==> src/rtl/cpu_pkg.sv <==
// Shared types and constants for the multi-cycle CPU sequencer:
// FSM state encoding, opcode map, strobe bundle and small helpers.
package cpu_pkg;

  typedef enum logic [2:0] {
    ST_IDLE   = 3'd0,
    ST_FETCH  = 3'd1,
    ST_DECODE = 3'd2,
    ST_EXEC   = 3'd3,
    ST_WB     = 3'd4,
    ST_HALT   = 3'd5
  } seqStateT;

  localparam logic [3:0] OP_NOP  = 4'h0;
  localparam logic [3:0] OP_LDA  = 4'h1;
  localparam logic [3:0] OP_LDB  = 4'h2;
  localparam logic [3:0] OP_LDI  = 4'h3;
  localparam logic [3:0] OP_ALU0 = 4'h4;
  localparam logic [3:0] OP_ALU1 = 4'h5;
  localparam logic [3:0] OP_ALU2 = 4'h6;
  localparam logic [3:0] OP_ALU3 = 4'h7;
  localparam logic [3:0] OP_ST   = 4'h8;
  localparam logic [3:0] OP_JMP  = 4'h9;
  localparam logic [3:0] OP_JZA  = 4'hA;
  localparam logic [3:0] OP_JEQ  = 4'hB;
  localparam logic [3:0] OP_JGT  = 4'hC;
  localparam logic [3:0] OP_JLT  = 4'hD;
  localparam logic [3:0] OP_HALT = 4'hE;
  localparam logic [3:0] OP_RSVD = 4'hF;

  localparam int FETCH_LAT_MIN = 1;
  localparam int FETCH_LAT_MAX = 7;

  typedef struct packed {
    logic loadIR;
    logic loadPC;
    logic incPC;
    logic loadA;
    logic loadB;
    logic loadC;
    logic weDM;
    logic mode;
    logic selA;
    logic selB;
  } strobeT;

  function automatic logic isAluOp(input logic [3:0] op);
    return op[3:2] == 2'b01;
  endfunction

  // Whether a control-transfer opcode redirects the PC for the given ALU flags.
  function automatic logic branchTaken(input logic [3:0] op, input logic za,
                                       input logic eq, input logic gt, input logic lt);
    logic t;
    case (op)
      OP_JMP:  t = 1'b1;
      OP_JZA:  t = za;
      OP_JEQ:  t = eq;
      OP_JGT:  t = gt;
      OP_JLT:  t = lt;
      default: t = 1'b0;
    endcase
    return t;
  endfunction

  function automatic int clampLat(input int lat);
    if (lat < FETCH_LAT_MIN) return FETCH_LAT_MIN;
    if (lat > FETCH_LAT_MAX) return FETCH_LAT_MAX;
    return lat;
  endfunction

endpackage

==> src/rtl/cpu_sequencer_if.sv <==
// Datapath-facing bundle of the sequencer: instruction/flag inputs and
// the strobes and mux selects driven into the datapath.
interface cpu_sequencer_if;

  logic [3:0] opcode;
  logic       za;
  logic       eq;
  logic       gt;
  logic       lt;
  logic       loadIR;
  logic       loadPC;
  logic       incPC;
  logic       loadA;
  logic       loadB;
  logic       loadC;
  logic       we_DM;
  logic       mode;
  logic       selA;
  logic       selB;

  modport master (
    input  opcode, za, eq, gt, lt,
    output loadIR, loadPC, incPC, loadA, loadB, loadC, we_DM, mode, selA, selB
  );

  modport slave (
    output opcode, za, eq, gt, lt,
    input  loadIR, loadPC, incPC, loadA, loadB, loadC, we_DM, mode, selA, selB
  );

endinterface

==> src/rtl/seq_decode.sv <==
// Combinational map from (state, opcode, branch decision) to the strobe
// bundle that must be visible while the FSM sits in that state.
module seq_decode
  import cpu_pkg::*;
(
  input  seqStateT   state,
  input  logic [3:0] opcode,
  input  logic       take,
  input  logic       fetchLast,
  input  logic       bootIdle,
  output strobeT     strobes
);

  always_comb begin
    strobes = '0;
    case (state)
      ST_IDLE:   strobes.selB = bootIdle;
      ST_FETCH:  strobes.loadIR = fetchLast;
      ST_DECODE: ;
      ST_EXEC: begin
        case (opcode)
          OP_LDA: strobes.loadA = 1'b1;
          OP_LDB: strobes.loadB = 1'b1;
          OP_LDI: begin
            strobes.selA  = 1'b0;
            strobes.loadC = 1'b1;
          end
          OP_ALU0, OP_ALU1, OP_ALU2, OP_ALU3: begin
            strobes.mode = 1'b1;
            strobes.selA = 1'b1;
          end
          OP_ST:  strobes.weDM = 1'b1;
          default: ;
        endcase
      end
      ST_WB: begin
        if (isAluOp(opcode)) begin
          strobes.mode  = 1'b1;
          strobes.selA  = 1'b1;
          strobes.loadC = 1'b1;
        end
        // Exactly one of loadPC/incPC per retired instruction.
        if (opcode == OP_JMP || take) strobes.loadPC = 1'b1;
        else                          strobes.incPC  = 1'b1;
      end
      ST_HALT: ;
      default: ;
    endcase
  end

endmodule

==> src/rtl/cpu_sequencer.sv <==
// Multi-cycle fetch/decode/execute controller. Strobes are registered from
// the next state so they line up with the state they belong to.
module cpu_sequencer
  import cpu_pkg::*;
#(
  parameter int FETCH_LAT = 1,
  parameter int CNT_W     = 16
) (
  input  logic                 clk,
  input  logic                 rst_n,
  input  logic                 en,
  input  logic                 start,
  input  logic                 step_mode,
  cpu_sequencer_if.master      dp,
  output logic                 busy,
  output logic                 halted,
  output logic                 illegal,
  output logic [CNT_W-1:0]     retired
);

  localparam int         LAT_C      = clampLat(FETCH_LAT);
  localparam logic [2:0] FETCH_LAST = 3'(LAT_C - 1);

  localparam strobeT RESET_STROBES = '{selB: 1'b1, default: 1'b0};

  seqStateT         stateReg, stateNext;
  logic [2:0]       fetchCntReg, fetchCntNext;
  logic             takeReg, takeNext;
  logic             bootIdleReg, bootIdleNext;
  logic             takeNow;
  logic             fetchLast;
  strobeT           strobeReg, strobeNext;
  logic             illegalReg;
  logic [CNT_W-1:0] retiredReg;

  assign takeNow = branchTaken(dp.opcode, dp.za, dp.eq, dp.gt, dp.lt);

  always_comb begin
    stateNext    = stateReg;
    fetchCntNext = fetchCntReg;
    takeNext     = takeReg;
    bootIdleNext = bootIdleReg;
    case (stateReg)
      ST_IDLE: begin
        if (start) begin
          stateNext    = ST_FETCH;
          fetchCntNext = FETCH_LAST;
          bootIdleNext = 1'b0;
        end
      end
      ST_FETCH: begin
        if (fetchCntReg == 3'd0) stateNext = ST_DECODE;
        else                     fetchCntNext = fetchCntReg - 3'd1;
      end
      // HALT is recognised as soon as the opcode settles, skipping EXEC.
      ST_DECODE: stateNext = (dp.opcode == OP_HALT) ? ST_HALT : ST_EXEC;
      ST_EXEC: begin
        takeNext  = takeNow;
        stateNext = (dp.opcode == OP_HALT) ? ST_HALT : ST_WB;
      end
      ST_WB: begin
        if (step_mode) begin
          stateNext = ST_IDLE;
        end else begin
          stateNext    = ST_FETCH;
          fetchCntNext = FETCH_LAST;
        end
      end
      ST_HALT: stateNext = ST_HALT;
      default: stateNext = ST_IDLE;
    endcase
  end

  assign fetchLast = (stateNext == ST_FETCH) && (fetchCntNext == 3'd0);

  seq_decode uDecode (
    .state     (stateNext),
    .opcode    (dp.opcode),
    .take      (takeNext),
    .fetchLast (fetchLast),
    .bootIdle  (bootIdleNext),
    .strobes   (strobeNext)
  );

  always_ff @(posedge clk) begin
    if (!rst_n) begin
      stateReg    <= ST_IDLE;
      fetchCntReg <= 3'd0;
      takeReg     <= 1'b0;
      bootIdleReg <= 1'b1;
      strobeReg   <= RESET_STROBES;
      illegalReg  <= 1'b0;
      retiredReg  <= '0;
    end else if (en) begin
      stateReg    <= stateNext;
      fetchCntReg <= fetchCntNext;
      takeReg     <= takeNext;
      bootIdleReg <= bootIdleNext;
      strobeReg   <= strobeNext;
      if (stateReg == ST_WB)
        retiredReg <= retiredReg + CNT_W'(1);
      if (stateReg == ST_EXEC && dp.opcode == OP_RSVD)
        illegalReg <= 1'b1;
    end
  end

  // A stalled cycle must never write the datapath; the held strobes replay when en returns.
  assign dp.loadIR = strobeReg.loadIR & en;
  assign dp.loadPC = strobeReg.loadPC & en;
  assign dp.incPC  = strobeReg.incPC  & en;
  assign dp.loadA  = strobeReg.loadA  & en;
  assign dp.loadB  = strobeReg.loadB  & en;
  assign dp.loadC  = strobeReg.loadC  & en;
  assign dp.we_DM  = strobeReg.weDM   & en;
  assign dp.mode   = strobeReg.mode;
  assign dp.selA   = strobeReg.selA;
  assign dp.selB   = strobeReg.selB;

  assign busy    = (stateReg != ST_IDLE) && (stateReg != ST_HALT);
  assign halted  = (stateReg == ST_HALT);
  assign illegal = illegalReg;
  assign retired = retiredReg;

endmodule
==> src/flat_wrapper.sv <==
// flat-port wrapper written by rule: the top's interface ports become plain ports
module cpu_sequencer_flat import cpu_pkg::*;
#(
  parameter int FETCH_LAT = 1,
  parameter int CNT_W     = 16
)
  (clk, rst_n, en, start, step_mode, busy, halted, illegal, retired, dp_opcode, dp_za, dp_eq, dp_gt, dp_lt, dp_loadIR, dp_loadPC, dp_incPC, dp_loadA, dp_loadB, dp_loadC, dp_we_DM, dp_mode, dp_selA, dp_selB);
  cpu_sequencer_if dp_i ();
  input  logic clk;
  input  logic rst_n;
  input  logic en;
  input  logic start;
  input  logic step_mode;
  output logic busy;
  output logic halted;
  output logic illegal;
  output logic [CNT_W-1:0] retired;
  input wire logic [$bits(dp_i.opcode)-1:0] dp_opcode;
  input wire logic [$bits(dp_i.za)-1:0] dp_za;
  input wire logic [$bits(dp_i.eq)-1:0] dp_eq;
  input wire logic [$bits(dp_i.gt)-1:0] dp_gt;
  input wire logic [$bits(dp_i.lt)-1:0] dp_lt;
  output wire logic [$bits(dp_i.loadIR)-1:0] dp_loadIR;
  output wire logic [$bits(dp_i.loadPC)-1:0] dp_loadPC;
  output wire logic [$bits(dp_i.incPC)-1:0] dp_incPC;
  output wire logic [$bits(dp_i.loadA)-1:0] dp_loadA;
  output wire logic [$bits(dp_i.loadB)-1:0] dp_loadB;
  output wire logic [$bits(dp_i.loadC)-1:0] dp_loadC;
  output wire logic [$bits(dp_i.we_DM)-1:0] dp_we_DM;
  output wire logic [$bits(dp_i.mode)-1:0] dp_mode;
  output wire logic [$bits(dp_i.selA)-1:0] dp_selA;
  output wire logic [$bits(dp_i.selB)-1:0] dp_selB;
  assign dp_i.opcode = dp_opcode;
  assign dp_i.za = dp_za;
  assign dp_i.eq = dp_eq;
  assign dp_i.gt = dp_gt;
  assign dp_i.lt = dp_lt;
  assign dp_loadIR = dp_i.loadIR;
  assign dp_loadPC = dp_i.loadPC;
  assign dp_incPC = dp_i.incPC;
  assign dp_loadA = dp_i.loadA;
  assign dp_loadB = dp_i.loadB;
  assign dp_loadC = dp_i.loadC;
  assign dp_we_DM = dp_i.we_DM;
  assign dp_mode = dp_i.mode;
  assign dp_selA = dp_i.selA;
  assign dp_selB = dp_i.selB;
  cpu_sequencer #(.FETCH_LAT(FETCH_LAT), .CNT_W(CNT_W)) u_core (.clk(clk), .rst_n(rst_n), .en(en), .start(start), .step_mode(step_mode), .dp(dp_i), .busy(busy), .halted(halted), .illegal(illegal), .retired(retired));
endmodule
==> config.mk <==
export PLATFORM = sky130hd
export DESIGN_NAME = cpu_sequencer_flat
export DESIGN_NICKNAME = d
export VERILOG_FILES = /design/src/rtl/cpu_pkg.sv /design/src/rtl/cpu_sequencer_if.sv /design/src/rtl/seq_decode.sv /design/src/rtl/cpu_sequencer.sv /design/src/flat_wrapper.sv
export SDC_FILE = /design/constraint.sdc
export NUM_CORES = 1
export LEC_CHECK = 0
export CORE_AREA = 2 2 72 74
export DETAILED_ROUTE_END_ITERATION = 12
export DIE_AREA = 0 0 74 76
export PLACE_DENSITY_LB_ADDON = 0.08
export SETUP_SLACK_MARGIN = 0.1
export SLEW_MARGIN = 25
export SYNTH_ARGS = -nofsm -noshare
export SYNTH_HDL_FRONTEND = slang
export SYNTH_SLANG_ARGS = --single-unit
==> constraint.sdc <==
create_clock -name clk -period 2.25 [get_ports clk]
set_input_delay 0.45 -clock clk [delete_from_list [all_inputs] [get_ports clk]]
set_output_delay 0.45 -clock clk [all_outputs]
set_load 0.01 [all_outputs]
# Word level (Yosys, flattened, before mapping)

Index checks and enable logic that the tools add are counted.

Register bits after elaboration: 35
Input bits: 13
Output and inout port bits: 29
Logic and storage cells: 92

Add/subtract/negate cells: 2
Equal/unequal tests: 25
Muxes and demuxes: 30
Bitwise operators: 7
Reductions and logical operators: 12

Operator list:

| operator                | count |
|---|---|
| $eq A4 B4 Y1 const B    | 8 |
| $mux W3                 | 6 |
| $pmux W3 S6             | 1 |
| $add A16 B1 Y16 const B | 1 |
| $eq A4 B3 Y1 const B    | 4 |
| $mux W1                 | 16 |
| $logic_not A3 Y1        | 4 |
| $eq A3 B2 Y1 const B    | 3 |
| $eq A3 B3 Y1 const B    | 3 |
| $pmux W3 S3             | 1 |
| $eq A4 B2 Y1 const B    | 2 |
| $and A1 B1 Y1           | 7 |
| $eq A3 B1 Y1 const B    | 2 |
| $mux W2                 | 3 |
| $pmux W1 S5             | 1 |
| $eq A4 B1 Y1 const B    | 1 |
| $pmux W2 S2             | 1 |
| $reduce_and A2 Y1       | 2 |
| $reduce_or A4 Y1        | 1 |
| $logic_and A1 B1 Y1     | 3 |
| $ne A3 B3 Y1 const B    | 1 |
| $reduce_bool A3 Y1      | 1 |
| $sub A3 B1 Y3 const B   | 1 |
| $eq A2 B1 Y1 const B    | 1 |
| other kinds (2)         | 2 |

# Logic depth before layout (Yosys ltp)

Gate-level depths: netlist of run 1.

Word-level depth: 6
Mapped depth: 6
Depth with buffers taken out: 6

# Cells and area by module

A second synthesis of run 1 with hierarchy kept.

Cell total of the unflattened synthesis: 234
Area, all modules: 1949.4 µm²

By module, submodules not included:

| module        | instances | cells each | area each (µm²) | sequential area each (µm²) |
|---|---|---|---|---|
| cpu_sequencer | 1         | 218        | 1810.5          | 700.7 |
| seq_decode    | 1         | 16         | 138.9           | 0.0 |

# Least setup slack after synthesis of run 1

Ideal clock, no wire load.

Kind: input port to flip-flop
Start point: input port dp_opcode[0]
End point: register u_core.takeReg
Setup time: 0.070 ns
Arrival: 1.506 ns
Data required time: 2.180 ns
Slack: 0.673 ns
Stages on the path: 5
Buffers on the path: 1
Path through: buf_4 mux2i_1 o21a_1 or4_1 a21oi_1

Longest elaborated chain between the ends: 3

Ends and longest elaborated chain:

| element                | line                | source |
|---|---|---|
| start: declaration     | flat_wrapper.sv:18  | `input wire logic [$bits(dp_i.opcode)-1:0] dp_opcode;` |
| $eq A4 B4 Y1           | cpu_pkg.sv:55       | `case (op)` |
| $pmux W1 S5 *          | cpu_pkg.sv:55       |  |
| $mux W1 *              | cpu_sequencer.sv:43 | `case (stateReg)` |
| end signal: assignment | cpu_sequencer.sv:97 | `takeReg <= takeNext;` |
| end: declaration       | cpu_sequencer.sv:28 | `logic takeReg, takeNext;` |

Every way passes the cells marked *; elsewhere a longest branch is shown, timed or not.
A chain may end at the register's enable or synchronous reset.

# Worst setup path in the final report of run 1

Start point: register u_core.stateReg[1]
End point: output port busy

Longest elaborated chain between the ends: 2

Ends and longest elaborated chain:

| element                                                   | line                 | source |
|---|---|---|
| start: declaration                                        | cpu_sequencer.sv:26  | `seqStateT stateReg, stateNext;` |
| start signal: assignment                                  | cpu_sequencer.sv:95  | `stateReg <= stateNext;` |
| $ne A3 B3 Y1 / $reduce_bool A3 Y1 (equally long branches) | cpu_sequencer.sv:119 | `assign busy = (stateReg != ST_IDLE) && (stateReg != ST_HALT);` |
| $logic_and A1 B1 Y1 *                                     | cpu_sequencer.sv:119 |  |
| end: declaration                                          | flat_wrapper.sv:14   | `output logic busy;` |

Marks and branches as above.

==> run_results.csv, run 1 <==
group,metric,value,unit
place,dp_hpwl,3130,um
timing,report.final.hold_viol_count,0,
worst_hold_path,hold_depth,2,
pwr,peakVddDrop,0.000346,V
route,drtIter0Drc,44,
yosys,synth_warnings,0,
worst_hold_path,hold_start,"u_core.bootIdleReg",
final_layout,final_core_util,0.512,
floorplanning,coreArea,4910,um^2
clocking,htree_levels,2,
place,port_buffers,41,
yosys,syn_area_per_cell,8.12,um^2
clocking,cts_tree,"built",
floorplanning,fp.dieArea,5620,um^2
global_route,grt_remaining_overflow,0,
final_layout,area_delta_synth_final,34.1,%
timing,skew,0.00468,ns
global_route,grt_pass1_vias,1705,
timing,fin_crit,2.04,ns
route,routedWlPerCell,12.3,um
yosys,netlist.area_leader.share,0.363,
final_layout,drive_above_1_share,0.104,
route,num_vias,1797,
clocking,cts_buffers,5,
global_route,grt_util_all_layers,0.170,
floorplanning,fp.dieH,76,um
timing,finalSetupTns,0,ns
worst_setup_path,end_kind,"output pin",
timing,setup_viol,0,
floorplanning,fp.dieW,74,um
floorplanning,num_rows,26,
route,ant_nets,0,
clocking,clockRootBuffer,"clkbuf_8",
global_route,grt_pass1_wl,7630,um
worst_setup_path,path_max_fanout,11,
worst_setup_path,criticalPathCategory,"reg -> out",
clocking,post_cts_buffers,0,
yosys,synth_top_cell_by_area,"dfxtp_1",
worst_hold_path,hp-class,"reg -> reg",
place,dp.cells,342,
place,place_congestion,0.807,
yosys,synthAdderAreaFrac,0.0200,
run_status,outcome,"complete, no violations",
route,wl,4310,um
yosys,netlist_area,1880,um^2
pwr,power,1240,uW
yosys,synth_cell_type_count,51,
yosys,yosys.area_share.simple,0.340,
final_layout,nFillCells,499,
route,drc_errors,0,
yosys,yosysMostFrequentCell,"dfxtp_1",
pwr,p_leak,0.000940,uW
yosys,ys_seq_area_frac,0.363,
final_layout,final_cells,350,
yosys,synth.area.top_cells,"dfxtp_1 (36%), a21oi_1 (4.8%), nor2_1 (4.0%)",
yosys,syn-instance-count,231,
pwr,p_per_area,492,nW/um^2
final_layout,seqCellArea,683,um^2
clocking,ctsHoldBuffers,0,
route,vias_per_cell,5.13,
timing,post-route-period-util,0.906,
floorplanning,start_util,0.382,
worst_setup_path,crit_arrival,1.59,ns
run,maxCapViolCount,0,
timing,worst_pin_slew,0.365,ns
yosys,ys_async_sr_fraction,0,
route,drt_pass1_iterations,4,
clocking,numClockSinks,34,
worst_setup_path,worst_ep_required_time,1.80,ns
timing,max_freq,0.491,GHz
timing,slew_viol_final,0,
yosys,synth_xor_area_frac,0.0420,
worst_setup_path,reg2reg_depth,6,
floorplanning,ios,42,
worst_setup_path,critPathLaunch,"u_core.stateReg[1]",
yosys,yosys_register_bits,34,
global_route,antenna_found_initial,0,
yosys,ys.flop_type,"dfxtp_1",
clocking,clkLatencyLatePin,0.29,ns
yosys,syn_nets,247,
yosys,synth_top_family_by_area,"simple AND/OR/NAND/NOR gates",
timing,maxSlewHeadroom,0.755,
clocking,clkTransAtPathRegs,0.07,ns
global_route,grt_max_degree,28,
yosys,synth_edf_count,0,
yosys,synth_compound_area_frac,0.169,
final_layout,multiInputGateArea,1100,um^2
final_layout,finalNetCount,295,
final_layout,insertedDiodeCount,0,
yosys,ys_top_cells_by_count,"dfxtp_1 (34), nor2_1 (20), nand2_1 (19)",
clocking,ctsLongestPathBuffers,2,
yosys,synth.area.mux_share,0.0160,
worst_setup_path,startpoint_type,"flip-flop",
worst_setup_path,r2r_start,"u_core.fetchCntReg[0]",
timing,rsz0062_at_grt,"no",
[per-stage QoR]
step / cell area, um^2 / worst slack (ns) / hold WS [ns]
6_report: 2510 / 0.212 / 0.467
3_3_place_gp: 2430 / 0.0495 / 0.445
2_1_floorplan: 1880 / 0.673 / 0.432
4_1_cts: 2510 / 0.124 / 0.466
3_5_place_dp: 2430 / 0.0331 / 0.455
5_1_grt: 2510 / 0.116 / 0.489
[repair_timing]
item	4_1_cts	5_1_grt
pin swaps	0	0
endpoints found under the hold margin	0	0
endpoints found under the setup margin	7	2
resized for setup	7	2
cloned	0	0
[layout by cell type (no fill, tap or decap), types with 7 or more instances in the layout]
cell type        count
xor2_1               7
buf_4               14
nor2_1              20
dlygate4sd2_1        7
a21oi_1             18
nand3_1              9
o21ai_0             11
dfxtp_1             32
clkdlybuf4s50_1     34
nand2_1             19
and2_1               8
nand2b_1            11
[logic make-up after synthesis]
| family | Yosys count |
|---|---|
| AO/OA/AOI/OAI | 50 |
| adder cells (fa/ha/maj) | 3 |
| AND/OR/NAND/NOR | 111 |
| multiplexers | 3 |
| XOR/XNOR | 9 |
| buffers and inverters | 21 |
| flip-flops | 34 |
[path summary, 6_finish.rpt]
kind	end	slack, ns
worst max-delay path	busy	0.21
worst min-delay path	u_core.bootIdleReg	0.47
worst max register to register	u_core.dp.selB	0.54
worst min register to register	u_core.bootIdleReg	0.47
[flip-flops by register name (all words and copies together), names as in the netlist]
register and flops:
u_core.bootIdleReg 1, u_core.stateReg 3, u_core.takeReg 1, u_core.illegal 1, u_core.dp.selB 1, u_core.dp.mode 1
u_core.fetchCntReg 3, u_core.strobeReg 7, u_core.retired 16
[final cells by class]
class,instances,share of cell area
clock inverter,2,0.00498
timing repair buffer,56,0.209
tap,70,0.0348
sequential,34,0.272
multi-input combinational,176,0.437
clock buffer,6,0.0328
inverter,6,0.00896
[metal layers]
| layer | vias to the layer above | track usage | part of all wire |
|---|---|---|---|
| met5 | - | 0 | 0 |
| met4 | 0 | 0.0709 | 0.017 |
| met3 | 5 | 0.0463 | 0.046 |
| met2 | 36 | 0.270 | 0.47 |
| met1 | 827 | 0.214 | 0.47 |
| li1 | 929 | - | - |
[report_power, final]
| part | internal, uW | total (uW) | switching, uW |
|---|---|---|---|
| combinational | 72.3 | 142 | 69.9 |
| sequential | 610 | 619 | 9.10 |
| clock | 246 | 477 | 231 |
| total | 928 | 1240 | 310 |
[critical path: stages, from the launching register on]
cell             delay (ns)
dfxtp_1                0.51
inv_1                  0.15
nand3_1                0.10
clkdlybuf4s50_1        0.53
No activity file was read; power rests on OpenSTA's default activity.
==> inputs of run 2 (changes only) <==
Settings changed: CTS_CLUSTER_DIAMETER from default to 80, GPL_TIMING_DRIVEN from default to 1.
==> results of run 2 <==
Same layout as run 1: the final DEF is identical, and so are final timing and power.
==> inputs of run 3 (changes only) <==
Settings changed: CORE_AREA 2 2 72 74 to 5 5 75 77, DIE_AREA 0 0 74 76 to 0 0 80 82, SLEW_MARGIN 25 to default.
==> run_results.csv, run 3 (same netlist as run 1, synthesis figures left out) <==
group,metric,value,unit
run_status,outcome,"complete, no violations",
clocking,ctsLongestPathBuffers,2,
timing,rsz0062_at_grt,"no",
floorplanning,fp.dieH,82,um
worst_setup_path,critPathLaunch,"u_core.stateReg[0]",
run,maxCapViolCount,0,
route,drt_pass1_iterations,4,
worst_setup_path,crit_arrival,1.57,ns
route,drtIter0Drc,57,
floorplanning,ios,42,
route,vias_per_cell,5.18,
route,met2WireLength,2210,um
timing,post-route-period-util,0.898,
route,num_vias,1807,
global_route,antenna_found_initial,0,
route,routedWlPerCell,13.2,um
worst_setup_path,cp.depth,3,
pwr,p_per_area,495,nW/um^2
timing,whs,0.461,ns
final_layout,final_cell_mix,"clkdlybuf4s50_1 (34), dfxtp_1 (34), nor2_1 (20)",
route,highest_layer,"met4",
worst_hold_path,hp-class,"reg -> reg",
timing,maxSlewHeadroom,0.763,
clocking,clkLatencyLatePin,0.29,ns
timing,setup_viol,0,
timing,slew_viol_final,0,
final_layout,largest_register_ffs,16,
place,port_buffers,41,
worst_setup_path,path_max_fanout,9,
final_layout,insertedDiodeCount,0,
worst_setup_path,crit_buf_inv,1,
timing,fin_crit,2.02,ns
floorplanning,start_util,0.379,
clocking,htree_levels,2,
global_route,grt_pass1_vias,1714,
worst_setup_path,r2r-end,"u_core.retired[13]",
floorplanning,fp.dieArea,6560,um^2
worst_setup_path,end_kind,"output pin",
worst_setup_path,startpoint_type,"flip-flop",
timing,timing.final.ws_setup,0.230,ns
timing,skew,0.00775,ns
worst_setup_path,reg2reg_depth,5,
floorplanning,num_rows,26,
worst_setup_path,path_delay_family,"buffers and inverters",
timing,report.final.hold_viol_count,0,
worst_setup_path,worst_ep_required_time,1.80,ns
clocking,clockRootBuffer,"clkbuf_8",
global_route,grt_pass1_wl,7680,um
route,wl_met1,2120,um
route,drc_errors,0,
global_route,grt_util_all_layers,0.147,
worst_setup_path,rrSetupSlack,0.54,ns
clocking,numClockSinks,34,
place,place_ws,-0.0188,ns
worst_setup_path,crit_end,"busy",
worst_setup_path,slowest_delay,0.53,ns
final_layout,finalNetCount,294,
clocking,cts_buffers,5,
floorplanning,fp.dieW,80,um
worst_setup_path,cp_slowest_cell,"clkdlybuf4s50_1",
global_route,grt_remaining_overflow,0,
final_layout,area_delta_synth_final,33.6,%
place,placed_cell_area,2420,um^2
route,wl,4610,um
final_layout,finalInstanceArea,2500,um^2
pwr,p_leak,0.000936,uW
final_layout,drive_above_1_share,0.0932,
floorplanning,coreArea,4940,um^2
route,dr_wl_met3,196,um
clocking,cts_tree,"built",
place,dp_hpwl,3290,um
route,ant_nets,0,
worst_setup_path,criticalPathCategory,"reg -> out",
timing,max_freq,0.495,GHz
worst_setup_path,crit_path_cell_trace,"nand2b_1 -> nand3_1 -> clkdlybuf4s50_1",
global_route,grt_max_degree,28,
pwr,peakVddDrop,0.000314,V
clocking,clkTransAtPathRegs,0.08,ns
worst_setup_path,r2r_start,"u_core.stateReg[1]",
place,place_congestion,0.780,
final_layout,nFillCells,492,
final_layout,final_core_util,0.507,
timing,worst_pin_slew,0.354,ns
-- run 3: report_power, final --
group | switching, uW | internal (uW) | total, uW | leakage (uW)
clock network | 233 | 246 | 479 | 0.0000472
logic | 72.8 | 71.0 | 144 | 0.000614
registers | 7.11 | 609 | 616 | 0.000275
-- run 3: area by class of cell --
class | instances | area, um^2 | share of cell area
well taps | 70 | 87.6 | 0.0350
clock buffers | 6 | 82.6 | 0.0330
clock inverters | 2 | 12.5 | 0.00500
multi-input cells | 176 | 1100 | 0.439
inverters | 6 | 22.5 | 0.00899
repair buffers | 55 | 519 | 0.207
flip-flops and latches | 34 | 681 | 0.272
-- run 3: worst min-delay path by stage --
stage | from | to | slack [ns] | depth (start not counted)
after CTS | u_core.takeReg | u_core.takeReg | 0.46 | 2
after global placement | u_core.takeReg | u_core.takeReg | 0.44 | 2
final | u_core.takeReg | u_core.takeReg | 0.46 | 2
after detailed placement | u_core.takeReg | u_core.takeReg | 0.45 | 2
after global routing | u_core.takeReg | u_core.takeReg | 0.49 | 2
after floorplan | u_core.takeReg | u_core.takeReg | 0.43 | 2
-- run 3: worst reg2reg max path: cells and delay by family (launching register included) --
family / cells / cell delay, ns
AO/OA/AOI/OAI: 1 / 0.15
flip-flops: 1 / 0.35
buffers and inverters: 1 / 0.17
AND/OR/NAND/NOR: 3 / 0.99
-- run 3: per-layer routing --
layer,up-vias,GRT usage
li1,921,-
met1,840,0.177
met2,37,0.248
met3,9,0.0329
met4,0,0.0676
met5,-,0
-- run 3: what timing repair did --
item,CTS,global route
hold buffers,0,0
gates resized for setup,7,0
setup buffers,0,0
setup endpoints to repair,7,0
-- run 3: stage by stage --
step,TNS (ns),total power (uW),instances
after floorplan,0,708,231
after global placement,0,775,341
after detailed placement,-0.0289,774,341
after CTS,0,1260,349
after global routing,0,1300,349
final,0,1240,349
